<file path="config.mk">
export PLATFORM = sky130hd
export DESIGN_NAME = ysyx_24100006_arch_state
export DESIGN_NICKNAME = d
export VERILOG_FILES = /design/src/rtl/ysyx_24100006_arch_state.sv
export SDC_FILE = /design/constraint.sdc
export NUM_CORES = 2
export LEC_CHECK = 0
export BUFFER_PORTS_ARGS = -buffer_cell sky130_fd_sc_hd__buf_2
export CORE_MARGIN = 3
export CORE_UTILIZATION = 55
export CTS_BUF_LIST = sky130_fd_sc_hd__clkbuf_4 sky130_fd_sc_hd__clkbuf_8
export CTS_CLUSTER_SIZE = 16
export DETAILED_ROUTE_END_ITERATION = 10
export PLACE_DENSITY = 0.75
export SLEW_MARGIN = 10
export SYNTH_ARGS = -nofsm -noshare
export SYNTH_HDL_FRONTEND = slang
export SYNTH_SLANG_ARGS = --single-unit
</file>
<file path="constraint.sdc">
create_clock -name i_clk -period 59 [get_ports i_clk]
set_clock_uncertainty 0.15 [all_clocks]
set_input_delay 11.8 -clock i_clk [delete_from_list [all_inputs] [get_ports i_clk]]
set_output_delay 11.8 -clock i_clk [all_outputs]
set_load 0.005 [all_outputs]
</file>
<file path="src/rtl/ysyx_24100006_arch_state.sv">
// rtl/ysyx_24100006_arch_state.sv - architectural state: GPR file, M-mode CSRs, operand holding registers
//
// Purpose:
//   Holds the architectural state of the ysyx_24100006 multi-cycle RV32 core.
//   It sits between the decode/controller and the ALU/NPC logic.
//
// Ports:
//   i_clk, i_reset                      clock, asynchronous active-high reset
//   i_gpr_wen/i_gpr_waddr/i_gpr_wdata   GPR write port (writes to x0 dropped)
//   i_rs1, i_rs2                        GPR read indices
//   o_rs1_data_raw, o_rs2_data_raw      combinational GPR reads
//   i_opnd_wen                          load enable for the operand holding registers
//   o_rs1_data, o_rs2_data              registered operand copies (1-cycle latency)
//   i_csr_wen/i_csr_waddr/i_csr_wdata   CSR write port (i_csr_wdata carries the PC on a trap)
//   i_csr_raddr, o_csr_rdata            combinational CSR read port
//   i_irq, i_irq_no                     trap-entry request and cause code
//   o_mtvec, o_mepc                     continuous views for next-PC selection
//
// Optional feature macro: YSYX_CSR_ID_EN adds read-only mvendorid (0xF11) and
// marchid (0xF12); without it those addresses read as zero like any unmapped CSR.

module ysyx_24100006_arch_state #(
    parameter int XLEN = 32,
    parameter int NREG = 32,
    localparam int AW = $clog2(NREG)
) (
    input  logic            i_clk,
    input  logic            i_reset,
    input  logic            i_gpr_wen,
    input  logic [AW-1:0]   i_gpr_waddr,
    input  logic [XLEN-1:0] i_gpr_wdata,
    input  logic [AW-1:0]   i_rs1,
    input  logic [AW-1:0]   i_rs2,
    output logic [XLEN-1:0] o_rs1_data_raw,
    output logic [XLEN-1:0] o_rs2_data_raw,
    input  logic            i_opnd_wen,
    output logic [XLEN-1:0] o_rs1_data,
    output logic [XLEN-1:0] o_rs2_data,
    input  logic            i_csr_wen,
    input  logic [11:0]     i_csr_waddr,
    input  logic [XLEN-1:0] i_csr_wdata,
    input  logic [11:0]     i_csr_raddr,
    output logic [XLEN-1:0] o_csr_rdata,
    input  logic            i_irq,
    input  logic [7:0]      i_irq_no,
    output logic [XLEN-1:0] o_mtvec,
    output logic [XLEN-1:0] o_mepc
);

    localparam logic [11:0] CSR_MSTATUS = 12'h300;
    localparam logic [11:0] CSR_MTVEC   = 12'h305;
    localparam logic [11:0] CSR_MEPC    = 12'h341;
    localparam logic [11:0] CSR_MCAUSE  = 12'h342;
`ifdef YSYX_CSR_ID_EN
    localparam logic [11:0] CSR_MVENDORID = 12'hF11;
    localparam logic [11:0] CSR_MARCHID   = 12'hF12;
    localparam logic [XLEN-1:0] MVENDORID_VAL = XLEN'(32'h7973_7978);
    localparam logic [XLEN-1:0] MARCHID_VAL   = XLEN'(32'h016F_BCA6);
`endif
    localparam logic [XLEN-1:0] MSTATUS_RST = XLEN'(32'h0000_1800);

    logic [XLEN-1:0] r_gpr [NREG];
    logic [XLEN-1:0] r_mstatus;
    logic [XLEN-1:0] r_mtvec;
    logic [XLEN-1:0] r_mepc;
    logic [XLEN-1:0] r_mcause;
    logic [XLEN-1:0] r_rs1_data;
    logic [XLEN-1:0] r_rs2_data;
    logic [XLEN-1:0] w_rs1_raw;
    logic [XLEN-1:0] w_rs2_raw;
    logic [XLEN-1:0] w_csr_rdata;

    // GPR file: x0 is never written, so it stays at its reset value of zero.
    always_ff @(posedge i_clk or posedge i_reset) begin
        if (i_reset) begin
            for (int i = 0; i < NREG; i++) begin
                r_gpr[i] <= '0;
            end
        end else if (i_gpr_wen && (i_gpr_waddr != '0)) begin
            r_gpr[i_gpr_waddr] <= i_gpr_wdata;
        end
    end

    // Reads see only committed state; a write in flight is visible after the edge.
    assign w_rs1_raw = (i_rs1 == '0) ? '0 : r_gpr[i_rs1];
    assign w_rs2_raw = (i_rs2 == '0) ? '0 : r_gpr[i_rs2];

    always_ff @(posedge i_clk or posedge i_reset) begin
        if (i_reset) begin
            r_rs1_data <= '0;
            r_rs2_data <= '0;
        end else if (i_opnd_wen) begin
            r_rs1_data <= w_rs1_raw;
            r_rs2_data <= w_rs2_raw;
        end
    end

    // Trap entry wins over a same-cycle CSR write, which is then dropped.
    always_ff @(posedge i_clk or posedge i_reset) begin
        if (i_reset) begin
            r_mstatus <= MSTATUS_RST;
            r_mtvec   <= '0;
            r_mepc    <= '0;
            r_mcause  <= '0;
        end else if (i_irq) begin
            r_mepc   <= i_csr_wdata;
            r_mcause <= {{(XLEN-8){1'b0}}, i_irq_no};
        end else if (i_csr_wen) begin
            case (i_csr_waddr)
                CSR_MSTATUS: r_mstatus <= i_csr_wdata;
                CSR_MTVEC:   r_mtvec   <= i_csr_wdata;
                CSR_MEPC:    r_mepc    <= i_csr_wdata;
                CSR_MCAUSE:  r_mcause  <= i_csr_wdata;
                default:     ;
            endcase
        end
    end

    always_comb begin
        w_csr_rdata = '0;
        case (i_csr_raddr)
            CSR_MSTATUS:   w_csr_rdata = r_mstatus;
            CSR_MTVEC:     w_csr_rdata = r_mtvec;
            CSR_MEPC:      w_csr_rdata = r_mepc;
            CSR_MCAUSE:    w_csr_rdata = r_mcause;
`ifdef YSYX_CSR_ID_EN
            CSR_MVENDORID: w_csr_rdata = MVENDORID_VAL;
            CSR_MARCHID:   w_csr_rdata = MARCHID_VAL;
`endif
            default:       w_csr_rdata = '0;
        endcase
    end

    assign o_rs1_data_raw = w_rs1_raw;
    assign o_rs2_data_raw = w_rs2_raw;
    assign o_rs1_data     = r_rs1_data;
    assign o_rs2_data     = r_rs2_data;
    assign o_csr_rdata    = w_csr_rdata;
    assign o_mtvec        = r_mtvec;
    assign o_mepc         = r_mepc;

endmodule

</file>
==> metrics <==
Cell Int Power=1.71 mW; Setup Crit Path Kind=input port to output port; final core utilization=61.8%; synthesized instance count=4382; CP cell instances=buf_8, buf_4, buf_4, mux4_2, a22o_1, a2111oi_1, a41o_1, nor2_1, buf_2; core area=113000 µm²; Hold WS=255 ps; area leader, netlist=dfrtp_1; Critical Path Start Type=input port; Synth Flop Type=dfrtp_1; RSZ-0062 raised after global routing=no; Cell variety after synth=57; sequential fraction of the synthesis area=48.7%; Worst-path clk slew=60 ps; IR drop worst, VDD=0.0254 mV; PortBufs=340; largest net degree at the start of global routing=174; CP max stage cell=buf_4; count of hold-fix buffers inserted at cts=0; routed via count=44.0k; drt drc=0; synthesized area=62500 µm²; drt pass-1 iters=5; Root Driver=clkbuf_8; combinational power share=18.7%; WP data required=47050 ps; Post-synth EDFFs=0; Clock power frac=35.3%; #FFs+latches synth=1216; CP endpoint kind=output port; fin nets=4658; NetSw=659 µW; Synth top cells by count=1222 x mux2_2, 1214 x dfrtp_1, 352 x mux4_2; crit-path max cell delay=790 ps; Setup violations, final=0; mean routed wirelength per cell=33.3 µm; Area contributors post-synth=dfrtp_1 49%, mux2_2 22%, mux4_2 13%; P_leak=31.1 nW; Synth-to-Final Area Change=11.3%; Max Freq=0.0356 GHz; most frequent cell after synthesis=mux2_2; CTS tree=done; die footprint=118000 µm²; fin crit share=47.5%; HP Class=flip-flop to flip-flop; Place WS=31060 ps; global route overflow=0; share of cells above drive strength 1=52.2%; Power Density=34.1 nW/µm²; cts repair resizes=0; Tmin final=28050 ps; Flop pwr share=46.0%; PnR worst setup slack=30950 ps; Setup Buffers After CTS=0; Max Slew Vio Count=0; switching share of power=27.8%; syn_nets=4499; placed insts=5839; fill cell count=8574; Tot GR Track Use=35.0%; CTS max path bufs=3; vias per cell=7.06; Worst-Skew Late Latency=900 ps; I/O Pins=341; Synth Area per Inst=14.3 µm²; GPL Wtd Cong=0.847; Post-Route WL=208 mm; final hold vios=0; DRT iter0 DRCs=5792; Yosys warning total=0; die width=343 µm; clock tree sinks=1216; first-pass GRT wire length=302 mm; initial antenna violation count=20; Finished Layout Cells=6231; arrival time worst endpoint=16100 ps; maximum fanout along the worst path=78; setup_tns=0 ps; initial core utilization=55.5%; max-cap violations=0; Post-synth ARST share=100%; vias in the first global route=44.1k; Worst Max-Slew Pin Slew=1350 ps; status=finished clean; Top cell by count, worst path=buf_4; H-tree depth=4; Slew Limit Headroom=9.71%; antenna viol nets, final=0; area fraction of the dominant cell type after synthesis=48.6%; CTS Buf Count=200; num rows=123; hpwl dp=122 mm; Chip Height=343 µm
==> power groups by stage <==
stage                     sequential, mW  clock, mW  combinational [mW]
final                               1.09      0.836               0.444
after global routing                1.10      0.881               0.473
after CTS                           1.08      0.844               0.441
after detailed placement            1.10          0               0.439
after global placement              1.09          0               0.426
after floorplan                     1.06          0               0.338
==> final cells by class <==
cell class	count	area, µm²	area share (%)
Clock buffer	324	4020	5.78
Clock inverter	46	569	0.818
Antenna cell	22	55.1	0.0791
Tap cell	1500	1880	2.70
Multi-Input combinational cell	2674	30100	43.2
Inverter	11	50.0	0.0719
Timing Repair Buffer	438	2510	3.60
Sequential cell	1216	30400	43.7
==> cells in the final DEF, fill, tap and decap left out, drive strengths merged, types with 4 or more instances in the layout <==
master,instances
and3,29
inv,14
o22a,15
a221oi,9
a221o,41
nor3b,6
nor4,4
nor2,105
a21oi,66
bufinv,11
nor3,14
mux2i,225
buf,438
clkinvlp,4
a41o,25
a2111oi,29
o32ai,9
a32o,23
clkinv,28
nand2,132
o2111ai,23
dfrtp,1214
nand3b,7
diode,22
o22ai,66
o221ai,36
clkbuf,324
or3b,4
nand4,4
mux2,1223
a22o,41
o2bb2ai,32
mux4,352
o21ai,20
a22oi,105
nand2b,4
nor2b,6
==> worst max-delay path, delay by kind of cell <==
| family | cells | cell delay [ps] |
|---|---|---|
| buf+inv | 4 | 2330 |
| compound gates | 3 | 1100 |
| mux | 1 | 590 |
| simple gates | 1 | 80 |
==> sequential cells by signal, summed over array words and instances, names as in the netlist <==
name,flops
o_mtvec,32
r_gpr,1024
r_mstatus,32
o_rs1_data,32
o_rs2_data,32
o_mepc,32
r_mcause,32
==> stage by stage <==
stage	power [mW]	instance area [µm²]
global route	2.46	69600
finish	2.37	69600
CTS	2.37	69500
floorplan	1.40	62500
detailed placement	1.54	64900
global placement	1.52	64900
==> path summary, 6_finish.rpt <==
check / endpoint / from / cells after the start / slack (ps)
worst max-delay path: o_rs1_data_raw[8] / i_rs1[0] / 9 / 30950
worst min-delay path: r_gpr[1014] / r_gpr[1014] / 0 / 250
worst max register to register: o_rs1_data[30] / r_gpr[606] / 5 / 56130
worst min register to register: r_gpr[1014] / r_gpr[1014] / 0 / 250
max in group asynchronous: r_gpr[843] / i_reset / 6 / 43650
min in group asynchronous: r_gpr[344] / i_reset / 2 / 10960
==> routing by layer <==
metal,routed length (µm),vias up,global-route usage (%)
li1,-,17200,-
met1,80400,23300,48.2
met2,92200,2822,50.8
met3,23900,674,9.84
met4,11200,8,18.1
met5,56,-,0.694
==> kinds of logic (layout without fill, tap and decap cells) <==
kind of cell / after synthesis / after routing / share of synthesized area (%)
and+or+nand+nor: 329 / 329 / 2.40
buffers and inverters: 492 / 819 / 3.63
other: 0 / 22 / 0
muxes: 1800 / 1800 / 38.3
AOI/OAI and AO/OA: 545 / 545 / 6.97
DFF: 1216 / 1216 / 48.7
Power figures use the tool's default switching activity.
